**src/rtl/mesh_input_unit.sv**
```systemverilog
// Per-port MESH router input stage: flit FIFO, XY route of the head flit, backpressure.
// Optional MESH_INPUT_DROP_CNT_EN adds an 8-bit saturating dropped-flit counter port.
module mesh_input_unit #(
    parameter int unsigned FIFO_DEPTH = 4,
    parameter int unsigned DATA_WIDTH = 32,
    parameter int unsigned X_W        = 2,
    parameter int unsigned Y_W        = 2,
    parameter int unsigned X_LOC      = 0,
    parameter int unsigned Y_LOC      = 0
) (
    input  logic                  clk,
    input  logic                  reset_n,
    input  logic [DATA_WIDTH-1:0] i_data,
    input  logic                  i_data_val,
    output logic                  o_stop,
    input  logic                  i_en,
    output logic [DATA_WIDTH-1:0] o_data,
    output logic [0:4]            o_req_output,
    output logic                  o_empty
`ifdef MESH_INPUT_DROP_CNT_EN
    ,
    output logic [7:0]            o_drop_cnt
`endif
);

    localparam int unsigned PTR_W = (FIFO_DEPTH > 1) ? $clog2(FIFO_DEPTH) : 1;
    localparam int unsigned CNT_W = PTR_W + 1;
    localparam logic [CNT_W-1:0] FULL_CNT = CNT_W'(FIFO_DEPTH);
    localparam logic [X_W-1:0]   X_HERE   = X_W'(X_LOC);
    localparam logic [Y_W-1:0]   Y_HERE   = Y_W'(Y_LOC);

    logic [DATA_WIDTH-1:0] mem [FIFO_DEPTH];
    logic [PTR_W-1:0]      wr_ptr;
    logic [PTR_W-1:0]      rd_ptr;
    logic [CNT_W-1:0]      count;

    logic                  full;
    logic                  empty;
    logic                  push;
    logic                  pop;
    logic [DATA_WIDTH-1:0] head;
    logic [X_W-1:0]        dest_x;
    logic [Y_W-1:0]        dest_y;

    assign full  = (count == FULL_CNT);
    assign empty = (count == '0);
    // A full FIFO still accepts a flit when the head leaves in the same cycle.
    assign push  = i_data_val && (!full || i_en);
    assign pop   = i_en && !empty;

    assign o_stop  = full;
    assign o_empty = empty;

    // Flit storage carries no reset; empty-masking on the outputs hides stale entries.
    always_ff @(posedge clk) begin
        if (push) begin
            mem[wr_ptr] <= i_data;
        end
    end

    always_ff @(posedge clk or negedge reset_n) begin
        if (!reset_n) begin
            wr_ptr <= '0;
            rd_ptr <= '0;
            count  <= '0;
        end else begin
            if (push) begin
                wr_ptr <= wr_ptr + 1'b1;
            end
            if (pop) begin
                rd_ptr <= rd_ptr + 1'b1;
            end
            case ({push, pop})
                2'b10:   count <= count + 1'b1;
                2'b01:   count <= count - 1'b1;
                default: count <= count;
            endcase
        end
    end

    assign head   = mem[rd_ptr];
    assign o_data = empty ? '0 : head;
    assign dest_x = head[DATA_WIDTH-1 -: X_W];
    assign dest_y = head[DATA_WIDTH-1-X_W -: Y_W];

    // XY dimension-order routing; y grows southward. Bit order is c,n,e,s,w.
    always_comb begin
        o_req_output = '0;
        if (!empty) begin
            if (dest_x > X_HERE) begin
                o_req_output[2] = 1'b1;
            end else if (dest_x < X_HERE) begin
                o_req_output[4] = 1'b1;
            end else if (dest_y > Y_HERE) begin
                o_req_output[3] = 1'b1;
            end else if (dest_y < Y_HERE) begin
                o_req_output[1] = 1'b1;
            end else begin
                o_req_output[0] = 1'b1;
            end
        end
    end

`ifdef MESH_INPUT_DROP_CNT_EN
    logic drop;
    assign drop = i_data_val && full && !i_en;

    always_ff @(posedge clk or negedge reset_n) begin
        if (!reset_n) begin
            o_drop_cnt <= '0;
        end else if (drop && (o_drop_cnt != 8'hFF)) begin
            o_drop_cnt <= o_drop_cnt + 8'd1;
        end
    end
`endif

endmodule

```
**config.mk**
```make
export PLATFORM = sky130hd
export DESIGN_NAME = mesh_input_unit
export DESIGN_NICKNAME = d
export VERILOG_FILES = /design/src/rtl/mesh_input_unit.sv
export SDC_FILE = /design/constraint.sdc
export NUM_CORES = 1
export LEC_CHECK = 0
export ABC_AREA = 1
export CAP_MARGIN = 25
export CORE_MARGIN = 1.5
export CORE_UTILIZATION = 55
export CTS_CLUSTER_DIAMETER = 150
export DETAILED_ROUTE_END_ITERATION = 8
export PLACE_DENSITY = 0.8
export SYNTH_ARGS = -nofsm -noshare
export SYNTH_HDL_FRONTEND = slang
export SYNTH_SLANG_ARGS = --single-unit
```
**constraint.sdc**
```tcl
create_clock -name clk -period 5.55 [get_ports clk]
set_input_delay 1.11 -clock clk [delete_from_list [all_inputs] [get_ports clk]]
set_output_delay 1.11 -clock clk [all_outputs]
set_load 0.02 [all_outputs]
```
* Yosys cells after proc, flatten, opt, wreduce, memory -nomap -nowiden
Memory sizes are Yosys's and may differ from the RTL's.
Index checks and enable logic that the tools add are counted.
** Storage, ports and cells
- Register bits :: 7
- RAM bits :: 128
- Bits of input ports :: 36
- Output and inout port bits :: 39
- Memories :: 1
** Operators by class
- Add/subtract/negate cells :: 4
- $lt $le $gt $ge :: 4
- Eq/ne operators :: 3
- Muxes and demuxes :: 15
- Reductions and logical operators :: 7
** Memories
- mem :: depth 4, width 32, rd ports 1, clocked after memory_dff 0, write ports 1, line 32 : logic [DATA_WIDTH-1:0] mem [FIFO_DEPTH];
** Operators by type and width (count)
- two-way mux 32 bit :: 1
- two-way mux 1 bit :: 8
- two-way mux 2 bit :: 4
- one-hot mux 3 bit (2 select lines) :: 1
- two-way mux 5 bit :: 1
- adder 2 x 1 -> 2 bit, second input constant :: 2
- > comparator 2 x 1 -> 1 bit, second input constant :: 2
- less-than comparator 2 x 1 -> 1 bit, second input constant :: 2
- adder 3 x 1 -> 3 bit, second input constant :: 1
- == test 3 bit, second input constant :: 1
- logical NOT 3 bit :: 1
- subtractor 3 x 1 -> 3 bit, second input constant :: 1
- == test 2 x 1 -> 1 bit, second input constant :: 1
- == test 2 bit, second input constant :: 1
- logical AND 1 bit :: 2
- logical NOT 1 bit :: 2
- nonzero test 2 bit :: 1
- logical OR 1 bit :: 1

* Depth between registers and ports, before layout
An unclocked memory read counts as a cell.
- Depth after elaboration :: 7
- Mapped depth :: 10
- Mapped depth without buffers :: 10

* Worst setup path after synthesis
OpenSTA, ideal clock, no wires.
- Kind :: input to register
- Start point :: input port i_en
- End point :: memory mem[0][0], enable pin
- Library setup time :: 421 ps
- Arrival :: 2729 ps
- Required time :: 5129 ps
- Setup slack :: 2400 ps
- Stages :: 4
- Cell sequence :: inv_1 > nand2_1 > nand2_1 > nor2_1
** On the way
- Word-level cells in the longest chain between the ends :: 4
** Ends and longest elaborated chain
- from (decl) :: line 16 : input logic i_en,
- logical OR 1 bit :: line 48 : assign push = i_data_val && (!full || i_en);
- logical AND 1 bit :: line 48
- two-way mux 1 bit :: line 56 : if (push) begin
- two-way mux 1 bit (implied by the code) :: line 57 : mem[wr_ptr] <= i_data;
- to (decl) :: line 32
No other way between the ends.

* Final worst setup path
- Start point :: register count[0]
- End point :: output port o_data[7]
** On the way
- Word-level cells in the longest chain between the ends :: 2
** Ends and longest elaborated chain
- from (decl) :: line 35 : logic [CNT_W-1:0] count;
- from (signal assigned) :: line 74 : 2'b10: count <= count + 1'b1;
- from (signal assigned) :: line 75 : 2'b01: count <= count - 1'b1;
- from (signal assigned) :: line 76 : default: count <= count;
- logical NOT 3 bit :: line 46 : assign empty = (count == '0);
- two-way mux 32 bit :: line 82 : assign o_data = empty ? '0 : head;
- to (decl) :: line 17 : output logic [DATA_WIDTH-1:0] o_data,
No other way between the ends.

==> impl_metrics.toml <==
[timing]
slew_viol_final = 0
worst_slack_ps = 1620
relSlewSlack_pct = 54.3
rsz0062_at_grt = "no"
fmax_ghz = 0.255
fin_crit_sh_pct = 70.7
skew_ps = 4.46
tightest_slew_ps = 686
setup_tns_ps = 0
finalSetupViolCount = 0
period_minus_slack_ps = 3930
finalHoldViolations = 0

[synth]
synth.area.top_cells = "edfxtp_1 (70%), nor2_1 (8.6%), o21ai_0 (4.1%)"
synth_warnings = 0
ys_async_sr_fraction_pct = 5.19
synth_top_cell_by_area = "edfxtp_1"
netlist_top_cells_count = "edfxtp_1 (128), nor2_1 (125), o21ai_0 (45)"
synth.most_common_cell = "edfxtp_1"
synth_seq_cells = 135
ys_types = 24
avgSynthCellArea_sq_um = 12.3
ys.flop_type = "edfxtp_1"
synth_top_area_share_pct = 70.4
ys_seq_area_share_pct = 73.6
synth_area_sq_um = 5460
synth_edf_count = 128
netlist_instances = 445

[placement]
place.gp.congestion = 0.723
dp_slack_ps = 2110
hpwl_mm = 6.21
io_buffers = 72
dp.cells = 631

[clocking]
clkLatencyLatePin_ps = 510
holdBufCountCts = 0
cts-resized-gates = 0
cts_tree = "built"
cts_buffers = 17
cts_max_level = 4
cts-root-buf = "clkbuf_8"
clock-sinks = 135
clk_pin_slew_ps = 60
ctsLongestPathBuffers = 2
post_cts_buffers = 0

[worst_setup_path]
crit_fanout = 20
path_depth = 6
slowest_delay_ps = 660
critPathLaunch = "count[0]$_DFFE_PN0P_"
critPathLaunchType = "flop"
slowest_stage = "clkdlybuf4s50_1"
cp-endpoint = "o_data[7]"
r2r_end = "count[2]$_DFFE_PN0P_"
rr_worst_depth = 9
crit_buf_inv = 4
crit_family = "buffers and inverters"
worstSetupPathType = "flop to output port"
cp-end-kind = "output port"
cp_cell_sequence = "inv_1 -> nand3_2 -> clkinv_1 -> buf_16 -> a21oi_1 -> clkdlybuf4s50_1"
rrSetupSlack_ps = 3080
critical_path_required_ps = 4440
arrival_ps = 2820
r2r_start = "count[0]$_DFFE_PN0P_"

[power]
pwr-share-comb_pct = 41.3
seq_power_share_pct = 31.8
p_leak_nw = 2.48
peakVddDrop_mv = 0.340
power_w = 0.00436
switching_power_w = 0.00155
p_clk_share_pct = 26.9
p_sw_share_pct = 35.5
power.internal_w = 0.00281
power_density_nw_per_um2 = 623

[global_routing]
grt_max_degree = 67
grt_pass1_vias = 3501
grt_pass1_wl_mm = 17.4
grt.total_usage_pct = 23.2
antenna_found_initial = 0
grt_overflow = 0

[routing]
wl_per_cell_um = 17.1
dr.pass1.iters = 4
wl_mm = 11.3
drc = 0
dr_total_vias = 3564
drtIter0Drc = 235
drtAntennaViolNets = 0
via_per_inst = 5.37

[final_layout]
instances_no_fill = 664
nNetsFinal = 561
final_util_pct = 72.3
syn_to_final_growth_pct = 28.2
nFillCells = 643
drive_gt1_share_pct = 9.23
antenna_cells = 0

[worst_hold_path]
min_path_type = "flop to flop"

[floorplanning]
core_area_sq_um = 9680
initial_utilization_pct = 56.4
die_h_um = 103
num_rows = 36
ios = 75
chipWidth_um = 103
die-area_sq_um = 10500

[outcome]
status = "completed"

[run]
maxCapViolations = 0
[per-stage QoR]
stage          hold WS [ps]  area, sq um
3_5_place_dp            493         6330
6_report                508         7000
2_1_floorplan           469         5460
3_3_place_gp            484         6230
4_1_cts                 505         6950
5_1_grt                 532         7000
[how the worst min path moves through the flow]
stage | startpoint | endpoint | slack, ps | depth (start not counted)
detailed placement | count[0]$_DFFE_PN0P_ | count[0]$_DFFE_PN0P_ | 490 | 1
global route | count[0]$_DFFE_PN0P_ | count[0]$_DFFE_PN0P_ | 530 | 1
CTS | count[0]$_DFFE_PN0P_ | count[0]$_DFFE_PN0P_ | 500 | 1
floorplan | count[0]$_DFFE_PN0P_ | count[0]$_DFFE_PN0P_ | 470 | 1
finish | count[0]$_DFFE_PN0P_ | count[0]$_DFFE_PN0P_ | 510 | 1
global placement | count[0]$_DFFE_PN0P_ | count[0]$_DFFE_PN0P_ | 480 | 1
[flip-flops by register name (all words and copies together), names as in the netlist]
name / flops
rd_ptr: 2
mem: 128
wr_ptr: 2
count: 3
[power groups by stage]
stage               Sequential, W  Combinational, W  Clock, W
global route              0.00140           0.00197   0.00124
detailed placement        0.00140           0.00177         0
global placement          0.00140           0.00168         0
finish                    0.00139           0.00180   0.00117
CTS                       0.00139           0.00179   0.00119
floorplan                 0.00140           0.00108         0
[cells by family (layout without fill, tap and decap cells)]
family | Yosys count | in the layout | synth area share, %
and+or+nand+nor | 171 | 171 | 12.3
adders and majority gates | 6 | 6 | 1.51
DFF | 135 | 135 | 73.6
buffers and inverters | 42 | 127 | 4.06
AOI/OAI and AO/OA | 88 | 88 | 8.07
xor gates and xnor gates | 2 | 2 | 0.321
other | 1 | 2 | 0.0687
[layout by cell type, fill, tap and decap left out, types with 6 or more instances in the layout]
cell	n
o21ai_1	13
clkbuf_16	16
a21oi_1	30
edfxtp_1	128
nor2_1	121
clkdlybuf4s50_1	72
nand3_1	10
o21ai_0	45
nand2_1	31
inv_1	13
dfrtp_1	6
[metal layers]
layer  track usage [%]  routed length [um]  part of all wire [%]
met1              29.1                4580                    40
met2              37.8                5970                    53
met3              6.37                 569                   5.0
met4              11.2                 218                   1.9
met5                 0                   0                     0
[layout make-up]
class | instances | area, sq um | area share [%]
Clock inverter | 14 | 208 | 2.97
Inverter | 16 | 60.1 | 0.858
Tap cell | 133 | 166 | 2.38
Multi-Input combinational cell | 269 | 1250 | 17.9
Sequential cell | 135 | 4020 | 57.4
Clock buffer | 17 | 414 | 5.92
Timing Repair Buffer | 80 | 878 | 12.6
Note: power is estimated with default switching activity, not from simulation.
